==> src/rtl/nibble_serial_sub_pkg.sv <==
// Shared definitions for the nibble-serial subtractor: FSM encoding and slice width.
package nibble_serial_sub_pkg;
   localparam int SLICE_W = 4;

   typedef enum logic [1:0] {
      ST_IDLE = 2'd0,
      ST_RUN  = 2'd1,
      ST_DONE = 2'd2
   } state_e;
endpackage

==> src/rtl/nibble_serial_sub_bit4_bla.sv <==
// bit4_bla: 4-bit borrow-lookahead subtract slice, D = X - Y - Bin.
module bit4_bla
   import nibble_serial_sub_pkg::*;
(
   input  logic [SLICE_W-1:0] X,
   input  logic [SLICE_W-1:0] Y,
   input  logic               Bin,
   output logic [SLICE_W-1:0] D,
   output logic               Bout,
   output logic               G,
   output logic               P
);
   logic [SLICE_W-1:0] g, p;
   logic [SLICE_W-1:0] brw;

   // g: this bit borrows on its own; p: this bit passes an incoming borrow on
   assign g = ~X & Y;
   assign p = ~X | Y;

   assign brw[0] = Bin;
   assign brw[1] = g[0] | (p[0] & Bin);
   assign brw[2] = g[1] | (p[1] & g[0]) | (p[1] & p[0] & Bin);
   assign brw[3] = g[2] | (p[2] & g[1]) | (p[2] & p[1] & g[0]) | (p[2] & p[1] & p[0] & Bin);

   assign G    = g[3] | (p[3] & g[2]) | (p[3] & p[2] & g[1]) | (p[3] & p[2] & p[1] & g[0]);
   assign P    = &p;
   assign Bout = G | (P & Bin);
   assign D    = X ^ Y ^ brw;
endmodule

==> src/rtl/nibble_serial_sub.sv <==
// Nibble-serial WIDTH-bit subtractor: D = A - B - Bin, one 4-bit slice per RUN cycle,
// valid/ready in and out, borrow carried between nibbles in a register.
module nibble_serial_sub
   import nibble_serial_sub_pkg::*;
#(
   parameter int WIDTH = 16
) (
   input  logic             clk,
   input  logic             rst_n,
   input  logic             in_valid,
   output logic             in_ready,
   input  logic [WIDTH-1:0] A,
   input  logic [WIDTH-1:0] B,
   input  logic             Bin,
   output logic             out_valid,
   input  logic             out_ready,
   output logic [WIDTH-1:0] D,
   output logic             Bout,
   output logic             Ovf,
   output logic             Zero,
   output logic             busy
);
   localparam int NIBBLES = WIDTH / SLICE_W;
   localparam int CW      = $clog2(NIBBLES);
   localparam logic [CW-1:0] LAST = CW'(NIBBLES - 1);

   state_e           state_q, state_d;
   logic [CW-1:0]    cnt_q, cnt_d;
   logic [WIDTH-1:0] a_q, a_d, b_q, b_d, d_q, d_d;
   logic             brw_q, brw_d, bout_q, bout_d, ovf_q, ovf_d, zero_q, zero_d;

   logic [SLICE_W-1:0] a_nib, b_nib, d_nib;
   logic               nib_bout;
   logic [WIDTH-1:0]   d_full;
   logic               accept;

   assign in_ready  = (state_q == ST_IDLE) | ((state_q == ST_DONE) & out_ready);
   assign accept    = in_valid & in_ready;
   assign out_valid = (state_q == ST_DONE);
   assign busy      = (state_q != ST_IDLE);
   assign D         = d_q;
   assign Bout      = bout_q;
   assign Ovf       = ovf_q;
   assign Zero      = zero_q;

   assign a_nib = a_q[cnt_q*SLICE_W +: SLICE_W];
   assign b_nib = b_q[cnt_q*SLICE_W +: SLICE_W];

   bit4_bla u_slice (
      .X    (a_nib),
      .Y    (b_nib),
      .Bin  (brw_q),
      .D    (d_nib),
      .Bout (nib_bout),
      .G    (),
      .P    ()
   );

   // Result as it will look once this cycle's nibble lands; flags are taken from it on the last slice
   always_comb begin
      d_full = d_q;
      d_full[cnt_q*SLICE_W +: SLICE_W] = d_nib;
   end

   always_comb begin
      state_d = state_q;
      cnt_d   = cnt_q;
      a_d     = a_q;
      b_d     = b_q;
      d_d     = d_q;
      brw_d   = brw_q;
      bout_d  = bout_q;
      ovf_d   = ovf_q;
      zero_d  = zero_q;
      case (state_q)
         ST_IDLE: begin
            if (accept) begin
               a_d     = A;
               b_d     = B;
               brw_d   = Bin;
               cnt_d   = '0;
               state_d = ST_RUN;
            end
         end
         ST_RUN: begin
            d_d   = d_full;
            brw_d = nib_bout;
            cnt_d = cnt_q + 1'b1;
            if (cnt_q == LAST) begin
               cnt_d   = '0;
               state_d = ST_DONE;
               bout_d  = nib_bout;
               zero_d  = (d_full == '0);
               ovf_d   = (a_q[WIDTH-1] ^ b_q[WIDTH-1]) & (d_full[WIDTH-1] ^ a_q[WIDTH-1]);
            end
         end
         ST_DONE: begin
            if (out_ready) begin
               if (in_valid) begin
                  a_d     = A;
                  b_d     = B;
                  brw_d   = Bin;
                  cnt_d   = '0;
                  state_d = ST_RUN;
               end else begin
                  state_d = ST_IDLE;
               end
            end
         end
         default: state_d = ST_IDLE;
      endcase
   end

   always_ff @(posedge clk or negedge rst_n) begin
      if (!rst_n) begin
         state_q <= ST_IDLE;
         cnt_q   <= '0;
         a_q     <= '0;
         b_q     <= '0;
         d_q     <= '0;
         brw_q   <= 1'b0;
         bout_q  <= 1'b0;
         ovf_q   <= 1'b0;
         zero_q  <= 1'b0;
      end else begin
         state_q <= state_d;
         cnt_q   <= cnt_d;
         a_q     <= a_d;
         b_q     <= b_d;
         d_q     <= d_d;
         brw_q   <= brw_d;
         bout_q  <= bout_d;
         ovf_q   <= ovf_d;
         zero_q  <= zero_d;
      end
   end
endmodule

==> config.mk <==
export PLATFORM = sky130hd
export DESIGN_NAME = nibble_serial_sub
export DESIGN_NICKNAME = d
export VERILOG_FILES = /design/src/rtl/nibble_serial_sub_pkg.sv /design/src/rtl/nibble_serial_sub_bit4_bla.sv /design/src/rtl/nibble_serial_sub.sv
export SDC_FILE = /design/constraint.sdc
export NUM_CORES = 1
export LEC_CHECK = 0
export ABC_AREA = 1
export CAP_MARGIN = 20
export CORE_ASPECT_RATIO = 0.7
export CORE_UTILIZATION = 47
export CTS_CLUSTER_SIZE = 16
export DETAILED_ROUTE_END_ITERATION = 12
export GPL_ROUTABILITY_DRIVEN = 0
export PLACE_DENSITY = 0.75
export SLEW_MARGIN = 25
export SYNTH_ARGS = -nofsm -noshare
export SYNTH_HDL_FRONTEND = slang
export SYNTH_SLANG_ARGS = --single-unit
==> constraint.sdc <==
create_clock -name clk -period 2.3 [get_ports clk]
set_input_delay 0.46 -clock clk [delete_from_list [all_inputs] [get_ports clk]]
set_output_delay 0.46 -clock clk [all_outputs]
set_load 0.03 [all_outputs]
==> summary.txt <==
Finish
  – Share of post-route cells with drive strength above 1: 0.2196
  – Final core utilization: 0.6681
  – Final Non-Filler Cells: 497
  – Filler cells: 501
  – NumNets Final: 470
  – Ant diodes: 0
  – P&R area growth vs syn: 36.92%

STA
  – Setup ws final: -0.1038 ns
  – Final period util: 1.045
  – Setup TNS: -0.1723 ns
  – Final worst path period need: 2.404 ns
  – Worst-Margin Slew: 0.6084 ns
  – Max-slew violation count: 0
  – Achievable Freq: 416.0 MHz
  – RSZ-0062 raised after global routing: true
  – Min Hold Slack: 0.1418 ns
  – Clk_skew: 0.009918 ns
  – Hold Violations, Final: 0
  – Setup violators final: 3
  – Max-slew headroom: 0.5944

Power
  – Pwr dens: 1721 mW/mm²
  – Cell internal pwr: 0.003751 W
  – Pwr Total: 0.007148 W
  – VDD IR max: 0.0007687 V
  – Switching Share: 0.4753
  – Share of power burned in combinational logic: 0.665
  – Sequential share of power: 0.257
  – Switching power: 0.003397 W
  – Lkg Pwr: 1.902 nW
  – Clk pwr share: 0.078

Clocking
  – Clock sinks: 56
  – Root buf cell: clkbuf_8
  – Worst-skew pair later-pin latency: 0.32 ns
  – Post-CTS Hold Buffers: 0
  – H-Tree Depth: 2
  – CTS tree: yes
  – Total CTS buffers: 5
  – Clock-pin slew on the worst setup and hold paths: 0.10 ns
  – Maximum clock path buffer count: 2

Setup path
  – Critical path type: reg -> reg
  – Req. time, crit path: 2.52 ns
  – Crit path buf inv count: 3
  – CP max-delay cell: fa_2
  – Max Fanout on Critical Path: 6
  – CP cell instances: clkinv_4, buf_12, nand2_1, a32oi_4, fa_2, inv_2, nand3_2, o21ai_2, nor2_1, nand2_1, nor2_1, nand3_1, nor2_2, nand3_1, nand2_1
  – Critical Path AT: 2.63 ns
  – Crit path launch type: flop
  – Critical path capture point type: flop
  – Delay of the slowest critical-path stage: 0.50 ns
  – Top cell by count, worst path: nand2_1
  – Top delay family on crit path: simple AND/OR/NAND/NOR gates

Synth
  – Mapped Avg Cell Area: 9.027 µm²
  – Mapped Nets: 388
  – Ranking of synthesized cells by area: dfrtp_1 (46%), nand2_1 (11%), mux2_1 (9.3%), ha_1 (5.8%), inv_1 (3.3%)
  – Count leader, synth: nand2_1
  – Synth top area share: 0.4620
  – Seq/Total Area, Yosys: 0.4620
  – Cell Area, Synth: 0.003033 mm²
  – Synth Instances: 336
  – Cell taking the most area after synthesis: dfrtp_1
  – Asr flop ratio synth: 1.000
  – Synth Register Bits: 56
  – Post-synth EDFFs: 0
  – Synth Flop Type: dfrtp_1
  – Netlist cell types: 32
  – Top cells by count, synth: nand2_1 (92), dfrtp_1 (56), inv_1 (27), nor2_1 (27), mux2_1 (25)
  – Total number of yosys warnings: 0

Status
  – Failing checks: design-rule violations, negative setup slack
  – Status: finished, violations left

Place
  – # port buffers: 58
  – Dpl hpwl: 5.288 mm
  – Placed Cells: 479

Drt
  – DR vias/cell: 5.423
  – # DRC: 4
  – DR iter-0 viols: 203
  – DR WL met2: 3.501 mm
  – Vias: 2695
  – WL final: 7.566 mm
  – DR WL/cell: 15.22 µm
  – DRT antenna net count: 0
  – WL met1: 3.551 mm
  – Drt first pass iters: 9
  – Wire length on met3: 428 µm
  – Top routing layer in use: met4

Floorplanning
  – Core Area: 0.006216 mm²
  – Die extent in y: 69.21 µm
  – Die width: 98.02 µm
  – Starting Density: 0.4879
  – # rows: 24
  – IO Pins: 59
  – Die ar.: 0.006784 mm²

Worst hold path
  – Worst hold path type: in -> async

Run
  – Max Cap Viol: 0

Global routing
  – Pin count of the biggest net entering global routing: 37
  – First-pass GRT wire length: 12.35 mm
  – Number of global-route vias before repair: 2655
  – Tot GR Track Use: 0.2298
  – GR Overflow Total: 0
  – Initial antenna violation count: 0
-- cells by family (layout without fill, tap and decap cells) --
family	after synthesis	count (layout)	share of synthesized area
adder cells (fa/ha/maj)	15	15	0.06436
multiplexers	31	31	0.1151
AO/OA/AOI/OAI	41	41	0.08457
buffers and inverters	44	127	0.06394
AND/OR/NAND/NOR	147	147	0.2042
XOR/XNOR	2	2	0.005777
flip-flops	56	56	0.4620
-- per-layer routing --
metal  track usage  vias up
met2        0.3740      104
met4       0.05387        0
met5             0        -
li1              -     1283
met3       0.03931       11
met1        0.3221     1297
-- layout make-up --
type / instances / area, µm² / area share
well taps: 78 / 97.59 / 0.02350
repair buffers: 86 / 815.8 / 0.1964
inverters: 33 / 133.9 / 0.03224
clock buffers: 8 / 90.09 / 0.02169
multi-input cells: 236 / 1613 / 0.3884
flip-flops and latches: 56 / 1403 / 0.3378
-- flip-flops by register name (all words and copies together), names as in the netlist --
signal   flops
Bout         1
D           16
Ovf          1
Zero         1
a_q         16
b_q         16
brw_q        1
cnt_q        2
state_q      2
-- worst reg2reg max path, delay by kind of cell (launching register included) --
kind / cells / cell delay [ns]
flip-flops: 1 / 0.47
buffers and inverters: 3 / 0.32
AND/OR/NAND/NOR: 9 / 0.60
adder cells (fa/ha/maj): 1 / 0.50
AO/OA/AOI/OAI: 2 / 0.43
-- worst paths after layout --
| path | start | to | slack [ns] | depth (start not counted) |
|---|---|---|---|---|
| hold / removal | rst_n | state_q[1] | 0.14 | 1 |
| max in group asynchronous | rst_n | cnt_q[0] | 1.57 | 2 |
| setup reg to reg | cnt_q[0] | Zero | -0.10 | 15 |
| hold reg to reg | a_q[13] | a_q[13] | 0.50 | 1 |
| setup / recovery | cnt_q[0] | Zero | -0.10 | 15 |
| min in group clk | a_q[13] | a_q[13] | 0.50 | 1 |
-- cells in the final DEF (no fill, tap or decap), types with 2 or more instances in the layout --
master / netlist / layout
nand3_2: 0 / 2
buf_12: 0 / 2
ha_1: 14 / 10
a32oi_2: 0 / 6
clkinv_4: 0 / 2
clkbuf_8: 0 / 6
a21oi_2: 0 / 3
o21ai_1: 3 / 3
a31oi_1: 12 / 11
dfrtp_1: 56 / 55
buf_4: 4 / 25
nand2_2: 3 / 9
o21ai_0: 4 / 3
mux2_2: 6 / 6
inv_1: 27 / 23
nor2_4: 1 / 2
nor2_2: 3 / 4
mux2_1: 25 / 25
clkdlybuf4s50_1: 0 / 56
buf_6: 1 / 2
nor2_1: 27 / 25
nand3_1: 11 / 9
a21oi_1: 11 / 7
nand4_1: 7 / 7
clkbuf_1: 3 / 2
ha_2: 0 / 3
nand2_4: 1 / 3
nand2_1: 92 / 84
inv_2: 4 / 8
-- power groups by stage --
stage	sequential (W)	combinational [W]	clock (W)
CTS	0.00182	0.00422	0.000567
detailed placement	0.00182	0.00393	0
global placement	0.00180	0.00383	0
floorplan	0.00201	0.00251	0
finish	0.00184	0.00475	0.000559
global route	0.00190	0.00518	0.000619
-- timing repair --
item / in CTS / in global routing
pin swaps: 11 / 13
setup endpoints to repair: 6 / 12
setup buffers: 8 / 3
resized for setup: 13 / 34
-- stage by stage --
step	cell area, µm²	setup WS, ns
finish	4153	-0.1038
global route	4153	-0.3136
CTS	3990	-0.07433
detailed placement	3787	-0.1905
global placement	3787	-0.04783
floorplan	3060	-0.01911
No activity file was read; power rests on OpenSTA's default activity.
